===== src/rtl/alu_mem_unit_pkg.sv =====
// Shared constants for the ALU/memory slice: ALU control codes, ALUOp classes, opcodes.
package alu_mem_unit_pkg;

  localparam int unsigned DATA_W = 16;
  localparam int unsigned ADDR_W = 16;
  localparam int unsigned CTRL_W = 4;

  localparam logic [CTRL_W-1:0] ALU_AND = 4'b0000;
  localparam logic [CTRL_W-1:0] ALU_OR  = 4'b0001;
  localparam logic [CTRL_W-1:0] ALU_ADD = 4'b0010;
  localparam logic [CTRL_W-1:0] ALU_XOR = 4'b0011;
  localparam logic [CTRL_W-1:0] ALU_SUB = 4'b0110;
  localparam logic [CTRL_W-1:0] ALU_SLT = 4'b0111;
  localparam logic [CTRL_W-1:0] ALU_NOR = 4'b1100;

  localparam logic [1:0] ALUOP_MEM    = 2'b00;
  localparam logic [1:0] ALUOP_BRANCH = 2'b01;
  localparam logic [1:0] ALUOP_RTYPE  = 2'b10;
  localparam logic [1:0] ALUOP_ITYPE  = 2'b11;

  localparam logic [3:0] OPC_R_ARITH = 4'b0000;
  localparam logic [3:0] OPC_R_LOGIC = 4'b0001;
  localparam logic [3:0] OPC_ADDI    = 4'b0100;
  localparam logic [3:0] OPC_SLTI    = 4'b0101;
  localparam logic [3:0] OPC_ANDI    = 4'b0110;
  localparam logic [3:0] OPC_ORI     = 4'b0111;

endpackage


===== src/rtl/alu_mem_unit_if.sv =====
// Operand, control and memory bus between the datapath and the ALU/memory unit.
interface alu_mem_unit_if;
  import alu_mem_unit_pkg::*;

  logic [1:0]        ALUOp;
  logic [3:0]        Opcode;
  logic [1:0]        Funct;
  logic [DATA_W-1:0] A;
  logic [DATA_W-1:0] B;
  logic              CIN;
  logic [ADDR_W-1:0] MemAddr;
  logic [DATA_W-1:0] WriteData;
  logic              MemWrite;
  logic              MemRead;
  logic [CTRL_W-1:0] ALUCtrl;
  logic [DATA_W-1:0] Result;
  logic              Zero;
  logic              Overflow;
  logic              CarryOut;
  logic [DATA_W-1:0] ReadData;

  modport master (
    output ALUOp, Opcode, Funct, A, B, CIN, MemAddr, WriteData, MemWrite, MemRead,
    input  ALUCtrl, Result, Zero, Overflow, CarryOut, ReadData
  );

  modport slave (
    input  ALUOp, Opcode, Funct, A, B, CIN, MemAddr, WriteData, MemWrite, MemRead,
    output ALUCtrl, Result, Zero, Overflow, CarryOut, ReadData
  );

endinterface


===== src/rtl/alu_core.sv =====
// Combinational 16-bit ALU with zero, signed-overflow and carry/no-borrow flags.
module alu_core
  import alu_mem_unit_pkg::*;
(
  input  logic [CTRL_W-1:0] alu_ctrl,
  input  logic [DATA_W-1:0] a,
  input  logic [DATA_W-1:0] b,
  input  logic              cin,
  output logic [DATA_W-1:0] result,
  output logic              zero,
  output logic              overflow,
  output logic              carry_out
);

  logic [DATA_W:0] sum;
  logic [DATA_W:0] diff;
  logic            lt;

  // Subtraction is A + ~B + 1, so bit 16 reads as "no borrow".
  assign sum  = {1'b0, a} + {1'b0, b} + (DATA_W+1)'(cin);
  assign diff = {1'b0, a} + {1'b0, ~b} + (DATA_W+1)'(1'b1);
  assign lt   = $signed(a) < $signed(b);

  always_comb begin
    result    = '0;
    overflow  = 1'b0;
    carry_out = 1'b0;
    unique case (alu_ctrl)
      ALU_AND: result = a & b;
      ALU_OR:  result = a | b;
      ALU_XOR: result = a ^ b;
      ALU_NOR: result = ~(a | b);
      ALU_SLT: result = DATA_W'(lt);
      ALU_ADD: begin
        result    = sum[DATA_W-1:0];
        carry_out = sum[DATA_W];
        overflow  = (a[DATA_W-1] == b[DATA_W-1]) && (sum[DATA_W-1] != a[DATA_W-1]);
      end
      ALU_SUB: begin
        result    = diff[DATA_W-1:0];
        carry_out = diff[DATA_W];
        overflow  = (a[DATA_W-1] != b[DATA_W-1]) && (diff[DATA_W-1] != a[DATA_W-1]);
      end
      default: result = '0;
    endcase
  end

  assign zero = (result == '0);

endmodule


===== src/rtl/alu_ctrl_dec.sv =====
// ALU control decoder: maps ALUOp class, opcode and function field to an ALU operation.
module alu_ctrl_dec
  import alu_mem_unit_pkg::*;
(
  input  logic [1:0]        alu_op,
  input  logic [3:0]        opcode,
  input  logic [1:0]        funct,
  output logic [CTRL_W-1:0] alu_ctrl
);

  always_comb begin
    alu_ctrl = ALU_ADD;
    unique case (alu_op)
      ALUOP_MEM:    alu_ctrl = ALU_ADD;
      ALUOP_BRANCH: alu_ctrl = ALU_SUB;
      ALUOP_RTYPE: begin
        if (opcode == OPC_R_ARITH) begin
          unique case (funct)
            2'b00:   alu_ctrl = ALU_ADD;
            2'b01:   alu_ctrl = ALU_SUB;
            2'b10:   alu_ctrl = ALU_SLT;
            default: alu_ctrl = ALU_ADD;
          endcase
        end else if (opcode == OPC_R_LOGIC) begin
          unique case (funct)
            2'b00:   alu_ctrl = ALU_AND;
            2'b01:   alu_ctrl = ALU_OR;
            2'b10:   alu_ctrl = ALU_XOR;
            default: alu_ctrl = ALU_NOR;
          endcase
        end
      end
      default: begin
        unique case (opcode)
          OPC_ADDI: alu_ctrl = ALU_ADD;
          OPC_SLTI: alu_ctrl = ALU_SLT;
          OPC_ANDI: alu_ctrl = ALU_AND;
          OPC_ORI:  alu_ctrl = ALU_OR;
          default:  alu_ctrl = ALU_ADD;
        endcase
      end
    endcase
  end

endmodule


===== src/rtl/data_mem.sv =====
// Byte-addressed, word-organised data memory: synchronous write, combinational gated read.
module data_mem
  import alu_mem_unit_pkg::*;
#(
  parameter int unsigned DEPTH = 128
) (
  input  logic              clk,
  input  logic              rst_n,
  input  logic [ADDR_W-1:0] addr,
  input  logic [DATA_W-1:0] wdata,
  input  logic              we,
  input  logic              re,
  output logic [DATA_W-1:0] rdata
);

  localparam int unsigned IDX_W = $clog2(DEPTH);

  logic [DATA_W-1:0] mem [DEPTH];
  logic [IDX_W-1:0]  idx;
  logic              unused_addr;

  // Byte lane bit and bits above the index are dropped, so addresses alias.
  assign idx         = addr[IDX_W:1];
  assign unused_addr = ^{addr[ADDR_W-1:IDX_W+1], addr[0]};

  always_ff @(posedge clk or negedge rst_n) begin
    if (!rst_n) begin
      mem <= '{default: '0};
    end else if (we) begin
      mem[idx] <= wdata;
    end
  end

  assign rdata = re ? mem[idx] : '0;

endmodule


===== src/rtl/alu_mem_unit.sv =====
// ALU/memory unit top: control decoder feeding the ALU, plus the data memory.
module alu_mem_unit
  import alu_mem_unit_pkg::*;
#(
  parameter int unsigned DEPTH = 128,
  parameter int unsigned WIDTH = 16
) (
  input  logic          Clock,
  input  logic          Resetn,
  alu_mem_unit_if.slave bus
);

  logic [CTRL_W-1:0] alu_ctrl;

  if (WIDTH != DATA_W) begin : g_bad_width
    $error("alu_mem_unit supports only a 16-bit datapath");
  end

  alu_ctrl_dec u_dec (
    .alu_op   (bus.ALUOp),
    .opcode   (bus.Opcode),
    .funct    (bus.Funct),
    .alu_ctrl (alu_ctrl)
  );

  assign bus.ALUCtrl = alu_ctrl;

  alu_core u_alu (
    .alu_ctrl  (alu_ctrl),
    .a         (bus.A),
    .b         (bus.B),
    .cin       (bus.CIN),
    .result    (bus.Result),
    .zero      (bus.Zero),
    .overflow  (bus.Overflow),
    .carry_out (bus.CarryOut)
  );

  data_mem #(
    .DEPTH (DEPTH)
  ) u_mem (
    .clk   (Clock),
    .rst_n (Resetn),
    .addr  (bus.MemAddr),
    .wdata (bus.WriteData),
    .we    (bus.MemWrite),
    .re    (bus.MemRead),
    .rdata (bus.ReadData)
  );

endmodule


===== src/flat_wrapper.sv =====
// flat-port wrapper written by rule: the top's interface ports become plain ports
module alu_mem_unit_flat import alu_mem_unit_pkg::*;
#(
  parameter int unsigned DEPTH = 128,
  parameter int unsigned WIDTH = 16
)
  (Clock, Resetn, bus_ALUOp, bus_Opcode, bus_Funct, bus_A, bus_B, bus_CIN, bus_MemAddr, bus_WriteData, bus_MemWrite, bus_MemRead, bus_ALUCtrl, bus_Result, bus_Zero, bus_Overflow, bus_CarryOut, bus_ReadData);
  alu_mem_unit_if bus_i ();
  input  logic Clock;
  input  logic Resetn;
  input wire logic [$bits(bus_i.ALUOp)-1:0] bus_ALUOp;
  input wire logic [$bits(bus_i.Opcode)-1:0] bus_Opcode;
  input wire logic [$bits(bus_i.Funct)-1:0] bus_Funct;
  input wire logic [$bits(bus_i.A)-1:0] bus_A;
  input wire logic [$bits(bus_i.B)-1:0] bus_B;
  input wire logic [$bits(bus_i.CIN)-1:0] bus_CIN;
  input wire logic [$bits(bus_i.MemAddr)-1:0] bus_MemAddr;
  input wire logic [$bits(bus_i.WriteData)-1:0] bus_WriteData;
  input wire logic [$bits(bus_i.MemWrite)-1:0] bus_MemWrite;
  input wire logic [$bits(bus_i.MemRead)-1:0] bus_MemRead;
  output wire logic [$bits(bus_i.ALUCtrl)-1:0] bus_ALUCtrl;
  output wire logic [$bits(bus_i.Result)-1:0] bus_Result;
  output wire logic [$bits(bus_i.Zero)-1:0] bus_Zero;
  output wire logic [$bits(bus_i.Overflow)-1:0] bus_Overflow;
  output wire logic [$bits(bus_i.CarryOut)-1:0] bus_CarryOut;
  output wire logic [$bits(bus_i.ReadData)-1:0] bus_ReadData;
  assign bus_i.ALUOp = bus_ALUOp;
  assign bus_i.Opcode = bus_Opcode;
  assign bus_i.Funct = bus_Funct;
  assign bus_i.A = bus_A;
  assign bus_i.B = bus_B;
  assign bus_i.CIN = bus_CIN;
  assign bus_i.MemAddr = bus_MemAddr;
  assign bus_i.WriteData = bus_WriteData;
  assign bus_i.MemWrite = bus_MemWrite;
  assign bus_i.MemRead = bus_MemRead;
  assign bus_ALUCtrl = bus_i.ALUCtrl;
  assign bus_Result = bus_i.Result;
  assign bus_Zero = bus_i.Zero;
  assign bus_Overflow = bus_i.Overflow;
  assign bus_CarryOut = bus_i.CarryOut;
  assign bus_ReadData = bus_i.ReadData;
  alu_mem_unit #(.DEPTH(DEPTH), .WIDTH(WIDTH)) u_core (.Clock(Clock), .Resetn(Resetn), .bus(bus_i));
endmodule

===== config.mk =====
export PLATFORM = sky130hd
export DESIGN_NAME = alu_mem_unit_flat
export DESIGN_NICKNAME = d
export VERILOG_FILES = /design/src/rtl/alu_mem_unit_pkg.sv /design/src/rtl/alu_mem_unit_if.sv /design/src/rtl/alu_core.sv /design/src/rtl/alu_ctrl_dec.sv /design/src/rtl/data_mem.sv /design/src/rtl/alu_mem_unit.sv /design/src/flat_wrapper.sv
export SDC_FILE = /design/constraint.sdc
export NUM_CORES = 2
export LEC_CHECK = 0
export BUFFER_PORTS_ARGS = -buffer_cell sky130_fd_sc_hd__buf_2
export CORE_MARGIN = 2
export CORE_UTILIZATION = 35
export DETAILED_ROUTE_END_ITERATION = 8
export GPL_ROUTABILITY_DRIVEN = 0
export SETUP_SLACK_MARGIN = 0.2
export SLEW_MARGIN = 10
export SYNTH_ARGS = -nofsm -noshare
export SYNTH_HDL_FRONTEND = slang
export SYNTH_SLANG_ARGS = --single-unit

===== constraint.sdc =====
create_clock -name Clock -period 5.3 [get_ports Clock]
set_clock_uncertainty 0.05 [all_clocks]
set_input_delay 0.53 -clock Clock [delete_from_list [all_inputs] [get_ports Clock]]
set_output_delay 0.53 -clock Clock [all_outputs]
set_load 0.02 [all_outputs]

==> results.ini <==
[clock_network]
clk-insertion-delay-late_ps=850
cts_tree=done
cts.clk_slew.worst_paths_ps=50
post_cts.resized_instances=0
cts.path.max_buffers=3
cts-buffers-inserted=213
cts-htree-levels=4
numClockSinks=2048
clock-root-buffer=clkbuf_16

[grt]
grt-busiest-layer=met2
grt_start_max_net_pins=182
vias_in_the_first_global_route=62900
gr-usage-met1=0.307
antenna_found_initial=27
use_met2=0.335
globalRouteOverflowTotal=0
grt_pass1_wl_mm=436
grt_met3_usage=0.0367
grt_use_total=0.219

[route]
drtPass1Iterations=8
routed-via-count=61800
viasPerCell=5.91
routed_wl_mm=295
ant_nets=0
drc=0
first_iter_violations=6375
drt-wirelength-per-cell_microns=28.2

[sta]
worst_pin_slew_ps=1270
final_hold_viol_count=0
rsz_0062_raised_after_global_routing=no
timing.final.crit_share=0.934
report.final.setup_viol=0
relSlewSlack=0.154
holdWs_ps=186
fmaxAchievable_ghz=0.202
setup_total_negative_slack_ps=0
min_period_ps=4950
finalMaxSlewViolations=0

[synth]
synth_nets=6933
synth_area_leaders=dfrtp_1 56%, mux2_2 25%, a22oi_1 5.1%
cells_after_synthesis=6797
synth.cell_area_sq_um=91300
ys_dominant_reg_cell=dfrtp_1
count_of_flip_flops_with_a_built_in_enable_after_synthesis=0
portion_of_the_post_synthesis_area_used_by_sequential_elements=0.561
ys_top_cells_by_count=2048 x dfrtp_1, 2048 x mux2_2, 625 x a22oi_1, 567 x clkbuf_1, 207 x a221oi_1
ys_async_sr_fraction=1.00
synthDistinctLibCells=80
synth.ff_latch_count=2048
ys.warnings.count=0
synthDominantCellAreaShare=0.561
yosysTopAreaCell=dfrtp_1
synthesis.area_per_instance_sq_um=13.4

[placement]
post_dp_cell_area_sq_um=97500
buffer_ports.inserted=106
post-dp-hpwl_mm=185

[setup_path]
worstSetupEndpointType=output pin
reg2regPathDepth=1
critPathKind=in -> out
path_max_fanout=11
worstPathRequired_ps=4720
rrSetupSlack_ps=4460
critical_path_at_ps=4370
timing.critical_path.from_type=primary input

[power]
ir_drop_mv=0.267
power_density_nw_per_um2=344
leakage_uw=0.0486

[floorplanning]
floorplan.initialDensity=0.352
placementRows=187
fp.dieW_microns=515
core_area_sq_um=259000
dieArea_sq_um=265000
boundaryPins=116
chipHeight_microns=515

[finish]
biggestRegsByFlops=u_core.u_mem.mem x2048
fill_cells=23900
fin_nets=7001
area.growth.synth_to_final_pct=14.6
ff_latch_area_sq_um=51200
registers.top_by_ff_count=u_core.u_mem.mem
multi_input_area_sq_um=37500
post-route-cell-area_sq_um=105000
largest_register_ff_count=2048
share_of_cells_above_drive_strength_1=0.421

[outcome]
run_status=finished, final reports clean

[run]
number_of_max_cap_violations=0

[min_path]
hold_path.class=in -> async

cells in the final DEF (no fill, tap or decap), types with 40 or more instances in the layout:
master / instances
a22oi_1: 625
a221oi_1: 207
mux2_2: 2048
o21ai_0: 54
buf_2: 87
nand2_1: 118
clkbuf_1: 53
buf_12: 57
nor2_1: 88
o211ai_1: 40
clkbuf_8: 55
a21oi_1: 53
a22o_1: 203
nand4_1: 104
clkinv_2: 49
a31oi_1: 144
ha_1: 56
clkbuf_16: 217
inv_1: 53
buf_4: 363
dfrtp_1: 2048
per-layer routing:
| layer | up-vias | part of all wire |
|---|---|---|
| met5 | - | 0.00024 |
| met4 | 10 | 0.042 |
| met3 | 531 | 0.070 |
| met2 | 2276 | 0.45 |
| met1 | 33200 | 0.44 |
| li1 | 25800 | - |
cell type report:
| cell class | count | share of cell area |
|---|---|---|
| Sequential cell | 2048 | 0.490 |
| Multi-Input combinational cell | 4038 | 0.358 |
| Clock buffer | 325 | 0.0610 |
| Timing Repair Buffer | 509 | 0.0413 |
| Tap cell | 3402 | 0.0407 |
| Clock inverter | 70 | 0.00642 |
| Inverter | 55 | 0.00197 |
| Antenna cell | 8 | 0.000191 |
cell families after synthesis:
group | Yosys count | share of synthesized area
adder cells (fa/ha/maj) | 59 | 0.00833
flip-flops | 2048 | 0.561
AO/OA/AOI/OAI | 1414 | 0.118
AND/OR/NAND/NOR | 502 | 0.0278
multiplexers | 2052 | 0.253
XOR/XNOR | 11 | 0.00106
buffers and inverters | 711 | 0.0298
final timing paths:
kind	start	end
min in group Clock	bus_WriteData[2]	u_core.u_mem.mem[1826]
hold / removal	Resetn	u_core.u_mem.mem[600]
max in group asynchronous	Resetn	u_core.u_mem.mem[17]
setup / recovery	bus_Opcode[3]	bus_Zero
hold reg to reg	u_core.u_mem.mem[1958]	u_core.u_mem.mem[1958]
setup reg to reg	u_core.u_mem.mem[1785]	u_core.u_mem.mem[1785]
per-stage QoR:
step	utilization	power [uW]	worst slack, ps	cells
6_report	0.403	36000	348	10500
5_1_grt	0.403	37300	251	10400
3_3_place_gp	0.376	21100	437	10100
2_1_floorplan	-	19700	794	6797
3_5_place_dp	0.376	21300	418	10100
4_1_cts	0.403	36200	423	10400
worst max-delay path, cell delays in order:
cell       delay [ps]
buf_2             120
or4b_4            610
a2111oi_4         740
nor2_4             40
inv_2             190
o21ai_1            90
a221o_1           390
nand4bb_1         200
or4_1             540
or4_1             530
nor4_2            170
buf_2             210
where the power goes:
part / switching (uW) / leakage, uW / internal, uW
clock: 6390 / 0.00351 / 8600
sequential: 653 / 0.0279 / 16900
combinational: 2000 / 0.0172 / 1470
total: 9040 / 0.0486 / 27000
what timing repair did:
| item | 4_1_cts | 5_1_grt |
|---|---|---|
| setup buffers | 0 | 0 |
| hold endpoints to repair | 62 | 0 |
| hold buffers | 1 | 0 |
(Power assumes the default switching activity.)
